<file path="config.mk">
export PLATFORM = sky130hd
export DESIGN_NAME = fp_add_ctrl
export DESIGN_NICKNAME = d
export VERILOG_FILES = /design/src/rtl/fp_add_ctrl.sv
export SDC_FILE = /design/constraint.sdc
export NUM_CORES = 1
export LEC_CHECK = 0
export ABC_AREA = 1
export ABC_CLOCK_PERIOD_IN_PS = 1600
export BUFFER_PORTS_ARGS = -buffer_cell sky130_fd_sc_hd__buf_4
export CORE_MARGIN = 2
export CORE_UTILIZATION = 40
export CTS_CLUSTER_SIZE = 16
export DETAILED_ROUTE_END_ITERATION = 12
export PLACE_DENSITY = 0.77
export SYNTH_ARGS = -nofsm -noshare
export SYNTH_HDL_FRONTEND = slang
export SYNTH_SLANG_ARGS = --single-unit
export TNS_END_PERCENT = 10
</file>
<file path="constraint.sdc">
create_clock -name clk -period 1.6 [get_ports clk]
set_clock_uncertainty 0.1 [all_clocks]
set_input_delay 0.08 -clock clk [delete_from_list [all_inputs] [get_ports clk]]
set_output_delay 0.08 -clock clk [all_outputs]
set_load 0.02 [all_outputs]
</file>
<file path="src/rtl/fp_add_ctrl.sv">
// fp_add_ctrl: round-robin front end for the shared single-precision add/round datapath.
// One op in flight: grant, register operands and mode strobes, wait DP_LATENCY, return result.
module fp_add_ctrl #(
    parameter int unsigned DP_LATENCY = 1
) (
    input  logic        clk,
    input  logic        rst_n,

    input  logic        req0_valid,
    output logic        req0_ready,
    input  logic [31:0] req0_in1,
    input  logic [31:0] req0_in2,
    input  logic [2:0]  req0_rm,

    input  logic        req1_valid,
    output logic        req1_ready,
    input  logic [31:0] req1_in1,
    input  logic [31:0] req1_in2,
    input  logic [2:0]  req1_rm,

    input  logic [2:0]  frm,

    output logic [31:0] dp_in1,
    output logic [31:0] dp_in2,
    output logic        dp_rne,
    output logic        dp_rtz,
    output logic        dp_rdn,
    output logic        dp_rup,
    output logic        dp_rmm,
    input  logic [31:0] dp_result,
    input  logic        dp_overflow,
    input  logic        dp_underflow,
    input  logic        dp_inexact,

    output logic        resp_valid,
    input  logic        resp_ready,
    output logic        resp_id,
    output logic [31:0] resp_data,
    output logic [2:0]  resp_flags,
    output logic        resp_illegal,

    output logic [2:0]  fflags,
    input  logic        fflags_clr,
    output logic        busy
);

    typedef enum logic [1:0] {StIdle, StExec, StResp} state_e;

    localparam logic [3:0] LatCnt = 4'(DP_LATENCY);

    state_e      r_state;
    state_e      w_state_d;
    logic        r_last_grant;
    logic        r_id;
    logic [3:0]  r_cnt;
    logic [31:0] r_dp_in1;
    logic [31:0] r_dp_in2;
    logic [4:0]  r_mode;  // {rmm, rup, rdn, rtz, rne}
    logic [31:0] r_resp_data;
    logic [2:0]  r_resp_flags;
    logic        r_resp_illegal;
    logic [2:0]  r_fflags;

    logic        w_idle;
    logic        w_any;
    logic        w_gnt_id;
    logic        w_accept;
    logic        w_exec_done;
    logic        w_resp_hs;
    logic        w_rm_legal;
    logic [2:0]  w_sel_rm;
    logic [2:0]  w_eff_rm;
    logic [4:0]  w_mode;
    logic [31:0] w_sel_in1;
    logic [31:0] w_sel_in2;

    // Arbitration: a lone requester wins; on contention the one not served last wins.
    assign w_idle      = (r_state == StIdle);
    assign w_any       = req0_valid | req1_valid;
    assign w_gnt_id    = (req0_valid & req1_valid) ? ~r_last_grant : req1_valid;
    assign w_accept    = w_idle & w_any;
    assign w_exec_done = (r_state == StExec) && (r_cnt == 4'd0);
    assign w_resp_hs   = (r_state == StResp) & resp_ready;

    assign req0_ready = w_accept & ~w_gnt_id;
    assign req1_ready = w_accept & w_gnt_id;

    assign w_sel_rm  = w_gnt_id ? req1_rm  : req0_rm;
    assign w_sel_in1 = w_gnt_id ? req1_in1 : req0_in1;
    assign w_sel_in2 = w_gnt_id ? req1_in2 : req0_in2;
    assign w_eff_rm  = (w_sel_rm == 3'b111) ? frm : w_sel_rm;

    always_comb begin
        w_mode     = 5'b00000;
        w_rm_legal = 1'b1;
        case (w_eff_rm)
            3'b000:  w_mode = 5'b00001;
            3'b001:  w_mode = 5'b00010;
            3'b010:  w_mode = 5'b00100;
            3'b011:  w_mode = 5'b01000;
            3'b100:  w_mode = 5'b10000;
            default: w_rm_legal = 1'b0;
        endcase
    end

    always_comb begin
        w_state_d = r_state;
        case (r_state)
            StIdle: begin
                if (w_accept) begin
                    w_state_d = w_rm_legal ? StExec : StResp;
                end
            end
            StExec: begin
                if (r_cnt == 4'd0) begin
                    w_state_d = StResp;
                end
            end
            StResp: begin
                if (resp_ready) begin
                    w_state_d = StIdle;
                end
            end
            default: w_state_d = StIdle;
        endcase
    end

    always_ff @(posedge clk or negedge rst_n) begin
        if (!rst_n) begin
            r_state <= StIdle;
        end else begin
            r_state <= w_state_d;
        end
    end

    // Issue registers stay frozen from accept until the next accept.
    always_ff @(posedge clk or negedge rst_n) begin
        if (!rst_n) begin
            r_last_grant <= 1'b1;
            r_id         <= 1'b0;
            r_dp_in1     <= 32'd0;
            r_dp_in2     <= 32'd0;
            r_mode       <= 5'b00000;
            r_cnt        <= 4'd0;
        end else if (w_accept) begin
            r_last_grant <= w_gnt_id;
            r_id         <= w_gnt_id;
            r_dp_in1     <= w_sel_in1;
            r_dp_in2     <= w_sel_in2;
            r_mode       <= w_mode;
            if (w_rm_legal) begin
                r_cnt <= LatCnt;
            end
        end else if ((r_state == StExec) && (r_cnt != 4'd0)) begin
            r_cnt <= r_cnt - 4'd1;
        end
    end

    always_ff @(posedge clk or negedge rst_n) begin
        if (!rst_n) begin
            r_resp_data    <= 32'd0;
            r_resp_flags   <= 3'b000;
            r_resp_illegal <= 1'b0;
        end else if (w_accept && !w_rm_legal) begin
            r_resp_data    <= 32'd0;
            r_resp_flags   <= 3'b000;
            r_resp_illegal <= 1'b1;
        end else if (w_exec_done) begin
            r_resp_data    <= dp_result;
            r_resp_flags   <= {dp_overflow, dp_underflow, dp_inexact};
            r_resp_illegal <= 1'b0;
        end
    end

    // Clear wins over a same-cycle accumulate; illegal responses never touch the flags.
    always_ff @(posedge clk or negedge rst_n) begin
        if (!rst_n) begin
            r_fflags <= 3'b000;
        end else if (fflags_clr) begin
            r_fflags <= 3'b000;
        end else if (w_resp_hs && !r_resp_illegal) begin
            r_fflags <= r_fflags | r_resp_flags;
        end
    end

    assign dp_in1 = r_dp_in1;
    assign dp_in2 = r_dp_in2;
    assign dp_rne = r_mode[0];
    assign dp_rtz = r_mode[1];
    assign dp_rdn = r_mode[2];
    assign dp_rup = r_mode[3];
    assign dp_rmm = r_mode[4];

    assign resp_valid   = (r_state == StResp);
    assign resp_id      = r_id;
    assign resp_data    = r_resp_data;
    assign resp_flags   = r_resp_flags;
    assign resp_illegal = r_resp_illegal;
    assign fflags       = r_fflags;
    assign busy         = (r_state != StIdle);

endmodule

</file>
==> impl_table.tex, run 1 <==
\begin{tabular}{lr}
\hline
Metric & Value \\
\hline
\multicolumn{2}{l}{\textbf{Route}} \\
Overall via count from detail\_route & 6446 \\
DRC Markers & 0 \\
Routed wire length & 22270 µm \\
Starting DRT DRC Count & 583 \\
Per-cell routed wire length & 17.65 µm \\
Final antenna-violating net count & 0 \\
First-pass detailed-route iteration total & 6 \\
Detail-routed via count per cell & 5.108 \\
\multicolumn{2}{l}{\textbf{Synth}} \\
Most frequent cell after synthesis & sky130\_fd\_sc\_hd\_\_nand2\_1 \\
Number of cells produced by synthesis & 603 \\
Seq/Total Area, Yosys & 58.17\% \\
Syn nets & 782 \\
Most numerous cell types in the synthesized netlist & sky130\_fd\_sc\_hd\_\_nand2\_1 (300), sky130\_fd\_sc\_hd\_\_dfrtp\_1 (115), sky130\_fd\_sc\_hd\_\_nand3\_1 (108) \\
Netlist area before placement & 4992 µm² \\
Mean post-synth cell area & 8.279 µm² \\
Synth top area cells & sky130\_fd\_sc\_hd\_\_dfrtp\_1 (58\%), sky130\_fd\_sc\_hd\_\_nand2\_1 (23\%), sky130\_fd\_sc\_hd\_\_nand3\_1 (11\%), sky130\_fd\_sc\_hd\_\_buf\_2 (2.0\%), sky130\_fd\_sc\_hd\_\_inv\_1 (1.2\%) \\
Biggest area consumer among synthesized cells & sky130\_fd\_sc\_hd\_\_dfrtp\_1 \\
Number of unique standard cell types used by synthesis & 25 \\
Count of warnings emitted by yosys & 0 \\
Fraction of synthesized cell area taken by the top area cell type & 57.64\% \\
Async set-or-reset flop fraction in the synthesized netlist & 100.0\% \\
Count of flip-flops with a built-in enable after synthesis & 0 \\
Primary FF master, synth & sky130\_fd\_sc\_hd\_\_dfrtp\_1 \\
Synth Register Bits & 116 \\
\multicolumn{2}{l}{\textbf{STA}} \\
Worst relative slew slack & 70.54\% \\
Number of max-slew violations in the final report & 0 \\
Number of hold-slack violations in the final timing report & 0 \\
Worst slew pin tran & 0.4420 ns \\
Unrepaired setup endpoints after global routing & yes \\
Min Clock Period, post-route & 1.836 ns \\
Fin crit share & 114.7\% \\
Final critical-path setup slack & -0.2356 ns \\
Setup Viol. Count Final & 103 \\
Highest clock rate & 0.5448 GHz \\
\multicolumn{2}{l}{\textbf{Floorplan}} \\
Effective utilization at floorplan & 41.22\% \\
Chip Height & 115.7 µm \\
Die span in x & 115.7 µm \\
Placeable core region & 12110 µm² \\
Die area & 13390 µm² \\
Number of rows created at floorplan & 40 \\
Top-Level Pins & 291 \\
\multicolumn{2}{l}{\textbf{Cells and area}} \\
Share of final-layout standard cells stronger than drive strength 1 & 36.61\% \\
Post-route standard cell area excluding fillers & 10130 µm² \\
Relative area change from synthesis to final layout & 102.9\% \\
Number of nets in the layout & 1256 \\
Count of non-filler cells in the finished layout & 1262 \\
\multicolumn{2}{l}{\textbf{Worst setup path}} \\
Required time reported for the critical path endpoint & 1.85 ns \\
Critical Path Max Stage Delay & 0.55 ns \\
Data arrival at the endpoint of the critical path & 2.08 ns \\
Worst-case register-to-register setup slack & -0.24 ns \\
Kind of critical path & reg -> reg \\
Buffers plus inverters on the worst setup path & 1 \\
Critical Path Start Type & flop \\
Top cell by count, worst path & sky130\_fd\_sc\_hd\_\_nand2\_4 \\
Worst-path cell chain & nand2\_4 -> nand2\_4 -> nand2\_1 -> nand2\_2 -> nand4\_1 -> nand2\_2 -> nand2\_4 -> nand3\_4 -> clkbuf\_16 -> nand3\_1 -> nand2\_1 \\
Slowest CP cell & sky130\_fd\_sc\_hd\_\_dfstp\_2 \\
Crit-path leading delay family & simple AND/OR/NAND/NOR gates \\
Worst setup EP type & flop \\
Critical-path maximum fanout & 8 \\
\multicolumn{2}{l}{\textbf{Place}} \\
Post-Place Cell Area & 7508 µm² \\
Detail Placement HPWL & 11310 µm \\
Placer congestion estimate & 0.8243 \\
Inst Count DP & 1049 \\
Buffers on Ports & 290 \\
\multicolumn{2}{l}{\textbf{CTS}} \\
Number of buffers on the longest clock path & 2 \\
Cts bufs inserted & 17 \\
TritonCTS clock tree & done \\
Worst-skew pair later-pin latency & 0.41 ns \\
Clock sink count & 116 \\
Clock slew at reported path FFs & 0.06 ns \\
H-tree depth reported by CTS & 4 \\
CTS root buf & sky130\_fd\_sc\_hd\_\_clkbuf\_16 \\
\multicolumn{2}{l}{\textbf{Global route}} \\
Via count of the first global-routing pass & 6720 \\
First-pass GRT wire length & 32800 µm \\
GRT Overall Usage & 31.90\% \\
Pin count of the biggest net entering global routing & 63 \\
Grt total ovfl & 0 \\
Antenna violations before repair & 0 \\
\multicolumn{2}{l}{\textbf{Status}} \\
Failing checks & negative setup slack \\
Outcome & complete, but fails checks \\
\multicolumn{2}{l}{\textbf{Power and ir drop}} \\
Areal power density over the cells & 1709 nW/µm² \\
PnR Total Power & 17.31 mW \\
Static leakage power & 5.236 nW \\
Largest voltage drop on the vdd net & 0.0007924 V \\
\multicolumn{2}{l}{\textbf{Worst hold path}} \\
Min-delay worst type & in -> reg \\
\multicolumn{2}{l}{\textbf{Job}} \\
Max-cap violations & 0 \\
\hline
\end{tabular}
==> power by group <==
part | total [mW] | switching (mW) | internal (mW) | leakage [nW]
Sequential | 5.07 | 0.866 | 4.21 | 1.47
Clock | 3.96 | 1.46 | 2.51 | 0.290
Combinational | 8.28 | 4.77 | 3.50 | 3.48
Total | 17.3 | 7.10 | 10.2 | 5.24
==> state kept, by name (all words and copies together), names as in the netlist <==
signal	cells
dp_in1	32
dp_in2	32
resp_data	32
r_mode	5
r_cnt	4
fflags	3
resp_flags	3
r_state	2
r_last_grant	1
resp_id	1
resp_illegal	1
==> per-stage QoR <==
stage          utilization, %  worst slack (ns)  TNS, ns  hold WS, ns
6_report                83.65           -0.2356   -10.26      0.03798
5_1_grt                 83.56           -0.3275   -17.88      0.07676
4_1_cts                 81.74           -0.1250   -4.382      0.02185
3_5_place_dp            61.99           -0.1427   -4.741      -0.2014
3_3_place_gp            61.99          -0.07404   -2.285      -0.1999
2_1_floorplan               -          -0.01752  -0.2720      -0.3156
==> path summary, 6_finish.rpt <==
check                                              start                   endpoint  cells after the start
worst max register to register  r_last_grant$_DFFE_PN1P_  resp_data[17]$_DFFE_PN0P_                     11
min in group asynchronous                          rst_n  resp_data[30]$_DFFE_PN0P_                      3
worst min-delay path                          req0_rm[0]      r_mode[4]$_DFFE_PN0P_                      6
worst min register to register       resp_id$_DFFE_PN0P_        resp_id$_DFFE_PN0P_                      2
max in group asynchronous                          rst_n  resp_data[24]$_DFFE_PN0P_                      3
worst max-delay path            r_last_grant$_DFFE_PN1P_  resp_data[17]$_DFFE_PN0P_                     11
==> layer usage <==
layer	GRT usage, %	wire length (µm)
met1	34.90	7913
met2	54.15	11480
met3	10.36	1970
met4	19.13	903
met5	0	0
==> logic make-up (layout without fill, tap and decap cells) <==
kind of cell	count (synthesis)	in the layout	synth area share [%]
compound gates	10	10	1.103
other cells	0	4	0
fa+ha+maj	1	1	0.2506
xor+xnor	2	2	0.3509
buf+inv	48	535	4.561
simple gates	426	426	35.56
flops	116	116	58.17
==> worst reg2reg max path: stages, from the launching register on <==
cell and delay, ns:
sky130_fd_sc_hd__dfstp_2 0.55, sky130_fd_sc_hd__nand2_4 0.08, sky130_fd_sc_hd__nand2_4 0.08, sky130_fd_sc_hd__nand2_1 0.07
sky130_fd_sc_hd__nand2_2 0.09, sky130_fd_sc_hd__nand4_1 0.11, sky130_fd_sc_hd__nand2_2 0.12, sky130_fd_sc_hd__nand2_4 0.07
sky130_fd_sc_hd__nand3_4 0.14, sky130_fd_sc_hd__clkbuf_16 0.19, sky130_fd_sc_hd__nand3_1 0.09, sky130_fd_sc_hd__nand2_1 0.09
==> layout by cell type, fill, tap and decap left out, types with 5 or more instances in the layout <==
master,n
sky130_fd_sc_hd__buf_4,299
sky130_fd_sc_hd__nand2_1,284
sky130_fd_sc_hd__dlygate4sd3_1,167
sky130_fd_sc_hd__dfrtp_1,115
sky130_fd_sc_hd__nand3_1,92
sky130_fd_sc_hd__clkbuf_16,19
sky130_fd_sc_hd__nand3_2,16
sky130_fd_sc_hd__nand2_2,15
sky130_fd_sc_hd__inv_1,14
sky130_fd_sc_hd__buf_6,8
sky130_fd_sc_hd__buf_12,8
sky130_fd_sc_hd__nand2_4,5
==> cell type report <==
type	instances	area, µm²
Multi-Input combinational cell	439	2054
Sequential cell	116	2904
Timing Repair Buffer	486	4272
Clock inverter	14	177.7
Inverter	17	63.81
Clock buffer	18	439.2
Antenna cell	4	10.01
Tap cell	168	210.2
Fill cell	597	1981
==> what timing repair did <==
action                                 CTS  global route
gates cloned                             1             3
setup endpoints to repair               84           111
pin swaps                                5            16
buffers inserted                         4             2
hold buffers                           167             0
gates resized for setup                 12            39
endpoints found under the hold margin  219             0
Power figures use the tool's default switching activity.
==> inputs of run 2 (changes only) <==
CORE_UTILIZATION = 41   (was 40)
CTS_BUF_LIST = sky130_fd_sc_hd__clkbuf_4   (was not set)
HOLD_SLACK_MARGIN = 0.1   (was not set)
PLACE_DENSITY = 0.79   (was 0.77)
==> run 2 against run 1 <==
  * The run still ends with negative setup slack left
  * First-iteration DRC count grew 24%
  * Final area shrank 1.5%
  * Combinational power grew 3.6%
  * Clock power is 36% lower
  * Sequential cell count stayed put
  * Sequential share of layout area increased by 0.44 points
  * Critical path depth up 1
  * Via count rose by 5.0%
  * Worst hold slack got worse by 0.027 ns
  * Final cell count decreased by 0.40%
  * Global-route usage increased by 4.9 points
  * Critical path type unchanged
  * Largest cell class unchanged
==> impl_table.tex, run 2 (same netlist as run 1, synthesis figures left out) <==
\begin{tabular}{lr}
\hline
Metric & Value \\
\hline
\multicolumn{2}{l}{\textbf{Status}} \\
Outcome & complete, but fails checks \\
Failing checks & negative setup slack \\
\multicolumn{2}{l}{\textbf{CTS}} \\
Cts bufs inserted & 17 (unchanged) \\
CTS root buf & sky130\_fd\_sc\_hd\_\_clkbuf\_4 \\
Total of hold buffers inserted after clock tree synthesis & 178 (+6.6\%) \\
Clock sink count & 116 (unchanged) \\
Worst-skew pair later-pin latency & 0.52 ns (+0.11 ns) \\
Clock slew at reported path FFs & 0.11 ns (+0.05 ns) \\
Number of buffers on the longest clock path & 2 (unchanged) \\
TritonCTS clock tree & done \\
H-tree depth reported by CTS & 4 (unchanged) \\
\multicolumn{2}{l}{\textbf{Worst setup path}} \\
Kind of critical path & reg -> reg \\
Critical-path maximum fanout & 7 (-1) \\
Data arrival at the endpoint of the critical path & 2.38 ns (+0.30 ns) \\
Critical Path Start Type & flop \\
Worst-path cell chain & nand2\_4 -> nand2\_4 -> buf\_6 -> nand2\_2 -> nand2\_4 -> nand4\_1 -> nand2\_2 -> nand2\_4 -> nand3\_4 -> clkbuf\_16 -> nand3\_1 -> nand2\_1 \\
Top cell by count, worst path & sky130\_fd\_sc\_hd\_\_nand2\_4 \\
Critical Path Max Stage Delay & 0.58 ns (+0.03 ns) \\
Required time reported for the critical path endpoint & 1.96 ns (+0.11 ns) \\
Slowest CP cell & sky130\_fd\_sc\_hd\_\_dfstp\_2 \\
Worst setup EP type & flop \\
\multicolumn{2}{l}{\textbf{Route}} \\
Overall via count from detail\_route & 6768 (+5.0\%) \\
Starting DRT DRC Count & 724 (+24\%) \\
DRC Markers & 0 (unchanged) \\
Detail-routed via count per cell & 5.384 (+5.4\%) \\
Final antenna-violating net count & 0 (unchanged) \\
First-pass detailed-route iteration total & 5 (-1) \\
Per-cell routed wire length & 19.49 µm (+10\%) \\
Routed wire length & 24490 µm (+10\%) \\
\multicolumn{2}{l}{\textbf{STA}} \\
Fin crit share & 125.9\% (+11 points) \\
Min Clock Period, post-route & 2.015 ns (+0.1794 ns) \\
Final critical-path setup slack & -0.4150 ns (-0.1794 ns) \\
Worst slew pin tran & 0.7599 ns (+0.3180 ns) \\
Highest clock rate & 0.4963 GHz (-8.9\%) \\
Setup Viol. Count Final & 113 (+9.7\%) \\
Number of max-slew violations in the final report & 0 (unchanged) \\
Unrepaired setup endpoints after global routing & yes \\
Number of hold-slack violations in the final timing report & 0 (unchanged) \\
Worst relative slew slack & 49.17\% (-21 points) \\
\multicolumn{2}{l}{\textbf{Place}} \\
Placer congestion estimate & 0.8504 (+3.2\%) \\
Buffers on Ports & 290 (unchanged) \\
Inst Count DP & 1030 (-1.8\%) \\
Detail Placement HPWL & 11980 µm (+6.0\%) \\
\multicolumn{2}{l}{\textbf{Cells and area}} \\
Number of inserted filler cells in the final layout & 572 (-4.2\%) \\
Share of final-layout standard cells stronger than drive strength 1 & 35.51\% (-1.1 points) \\
Most frequent cells in the layout & sky130\_fd\_sc\_hd\_\_buf\_4 (303), sky130\_fd\_sc\_hd\_\_nand2\_1 (285), sky130\_fd\_sc\_hd\_\_dlygate4sd3\_1 (178), sky130\_fd\_sc\_hd\_\_dfrtp\_1 (115), sky130\_fd\_sc\_hd\_\_nand3\_1 (98) \\
Count of non-filler cells in the finished layout & 1257 (-0.40\%) \\
Number of nets in the layout & 1272 (+1.3\%) \\
Relative area change from synthesis to final layout & 99.87\% \\
Most common cell after layout, fill and taps aside & sky130\_fd\_sc\_hd\_\_buf\_4 \\
Post-Route Utilization & 83.42\% (-0.23 points) \\
\multicolumn{2}{l}{\textbf{Worst hold path}} \\
Min-delay worst type & in -> reg \\
\multicolumn{2}{l}{\textbf{Global route}} \\
Pin count of the biggest net entering global routing & 60 (-4.8\%) \\
Antenna violations before repair & 5 (+5) \\
First-pass GRT wire length & 36360 µm (+11\%) \\
Grt total ovfl & 0 (unchanged) \\
GRT Overall Usage & 36.80\% (+4.9 points) \\
Via count of the first global-routing pass & 6924 (+3.0\%) \\
\multicolumn{2}{l}{\textbf{Floorplan}} \\
Die span in x & 114.3 µm (-1.2\%) \\
Top-Level Pins & 291 (unchanged) \\
Placeable core region & 11960 µm² (-1.2\%) \\
Effective utilization at floorplan & 41.74\% (+0.52 points) \\
Number of rows created at floorplan & 40 (unchanged) \\
Chip Height & 114.3 µm (-1.2\%) \\
Die area & 13070 µm² (-2.4\%) \\
\multicolumn{2}{l}{\textbf{Power and ir drop}} \\
Largest voltage drop on the vdd net & 0.0008550 V (+7.9\%) \\
Static leakage power & 5.181 nW (-1.1\%) \\
Areal power density over the cells & 1627 nW/µm² (-4.8\%) \\
\multicolumn{2}{l}{\textbf{Job}} \\
Max-cap violations & 0 (unchanged) \\
\hline
\end{tabular}
[run 2: cell types whose count changed in the layout (fill, tap and decap cells not counted), moves of 4 or more]
cell,delta
sky130_fd_sc_hd__buf_4,+4
sky130_fd_sc_hd__clkbuf_16,-17
sky130_fd_sc_hd__clkbuf_4,+18
sky130_fd_sc_hd__dlygate4sd3_1,+11
sky130_fd_sc_hd__nand3_1,+6
sky130_fd_sc_hd__nand3_2,-6
[run 2: stage by stage]
step / power [mW] / setup TNS, ns / area (µm²) / setup slack [ns] / hold WS (ns)
finish: 16.23 / -25.81 / 9978 / -0.4150 / 0.01088
global route: 17.02 / -31.87 / 9976 / -0.4802 / -0.009561
CTS: 15.49 / -14.72 / 9836 / -0.2609 / -0.02721
detailed placement: 12.23 / -5.324 / 7510 / -0.1590 / -0.1276
global placement: 12.10 / -2.436 / 7510 / -0.07307 / -0.1298
floorplan: 8.820 / -0.2720 / 5012 / -0.01752 / -0.3156
[run 2: worst paths after layout]
path,start,end,slack (ns),cells past startpoint
setup / recovery,r_last_grant$_DFFE_PN1P_,resp_data[15]$_DFFE_PN0P_,-0.41,12
hold / removal,req1_valid,r_last_grant$_DFFE_PN1P_,0.01,5
setup reg to reg,r_last_grant$_DFFE_PN1P_,resp_data[15]$_DFFE_PN0P_,-0.41,12
hold reg to reg,resp_id$_DFFE_PN0P_,resp_id$_DFFE_PN0P_,0.39,2
max in group asynchronous,rst_n,r_mode[3]$_DFFE_PN0P_,0.30,3
min in group asynchronous,rst_n,resp_data[27]$_DFFE_PN0P_,0.61,3
[run 2: layout make-up]
cell class | count | area [µm²] | share of cell area, %
tap | 147 | 183.9 | 1.843
timing repair buffer | 502 | 4461 | 44.70
inverter | 17 | 63.81 | 0.6395
multi-input combinational | 439 | 2028 | 20.33
antenna | 6 | 15.01 | 0.1505
sequential | 116 | 2904 | 29.10
clock buffer | 18 | 135.1 | 1.354
clock inverter | 12 | 187.7 | 1.881
[run 2: report_power, final]
group,leakage (nW),switching [mW],internal [mW]
logic,3.54,4.94,3.64
registers,1.47,0.907,4.19
clock network,0.169,1.17,1.38
[run 2: timing repair]
action	4_1_cts	5_1_grt
gates resized for setup	27	18
pin swaps	9	16
cloned	3	2
endpoints found under the hold margin	230	3
setup buffers	8	0
setup endpoints to repair	91	114
[run 2: per-layer routing]
metal  track usage (%)  part of all wire (%)  wire length [µm]
met1             41.25                    35              8581
met2             61.83                    50             12290
met3             11.59                   9.2              2250
met4             21.46                   5.6              1374
met5                 0                     0                 0
[run 2: critical path: cells and delay by family, from the launching register on]
kind / cells / cell delay (ns)
buf+inv: 2 / 0.30
flops: 1 / 0.58
simple gates: 10 / 0.97
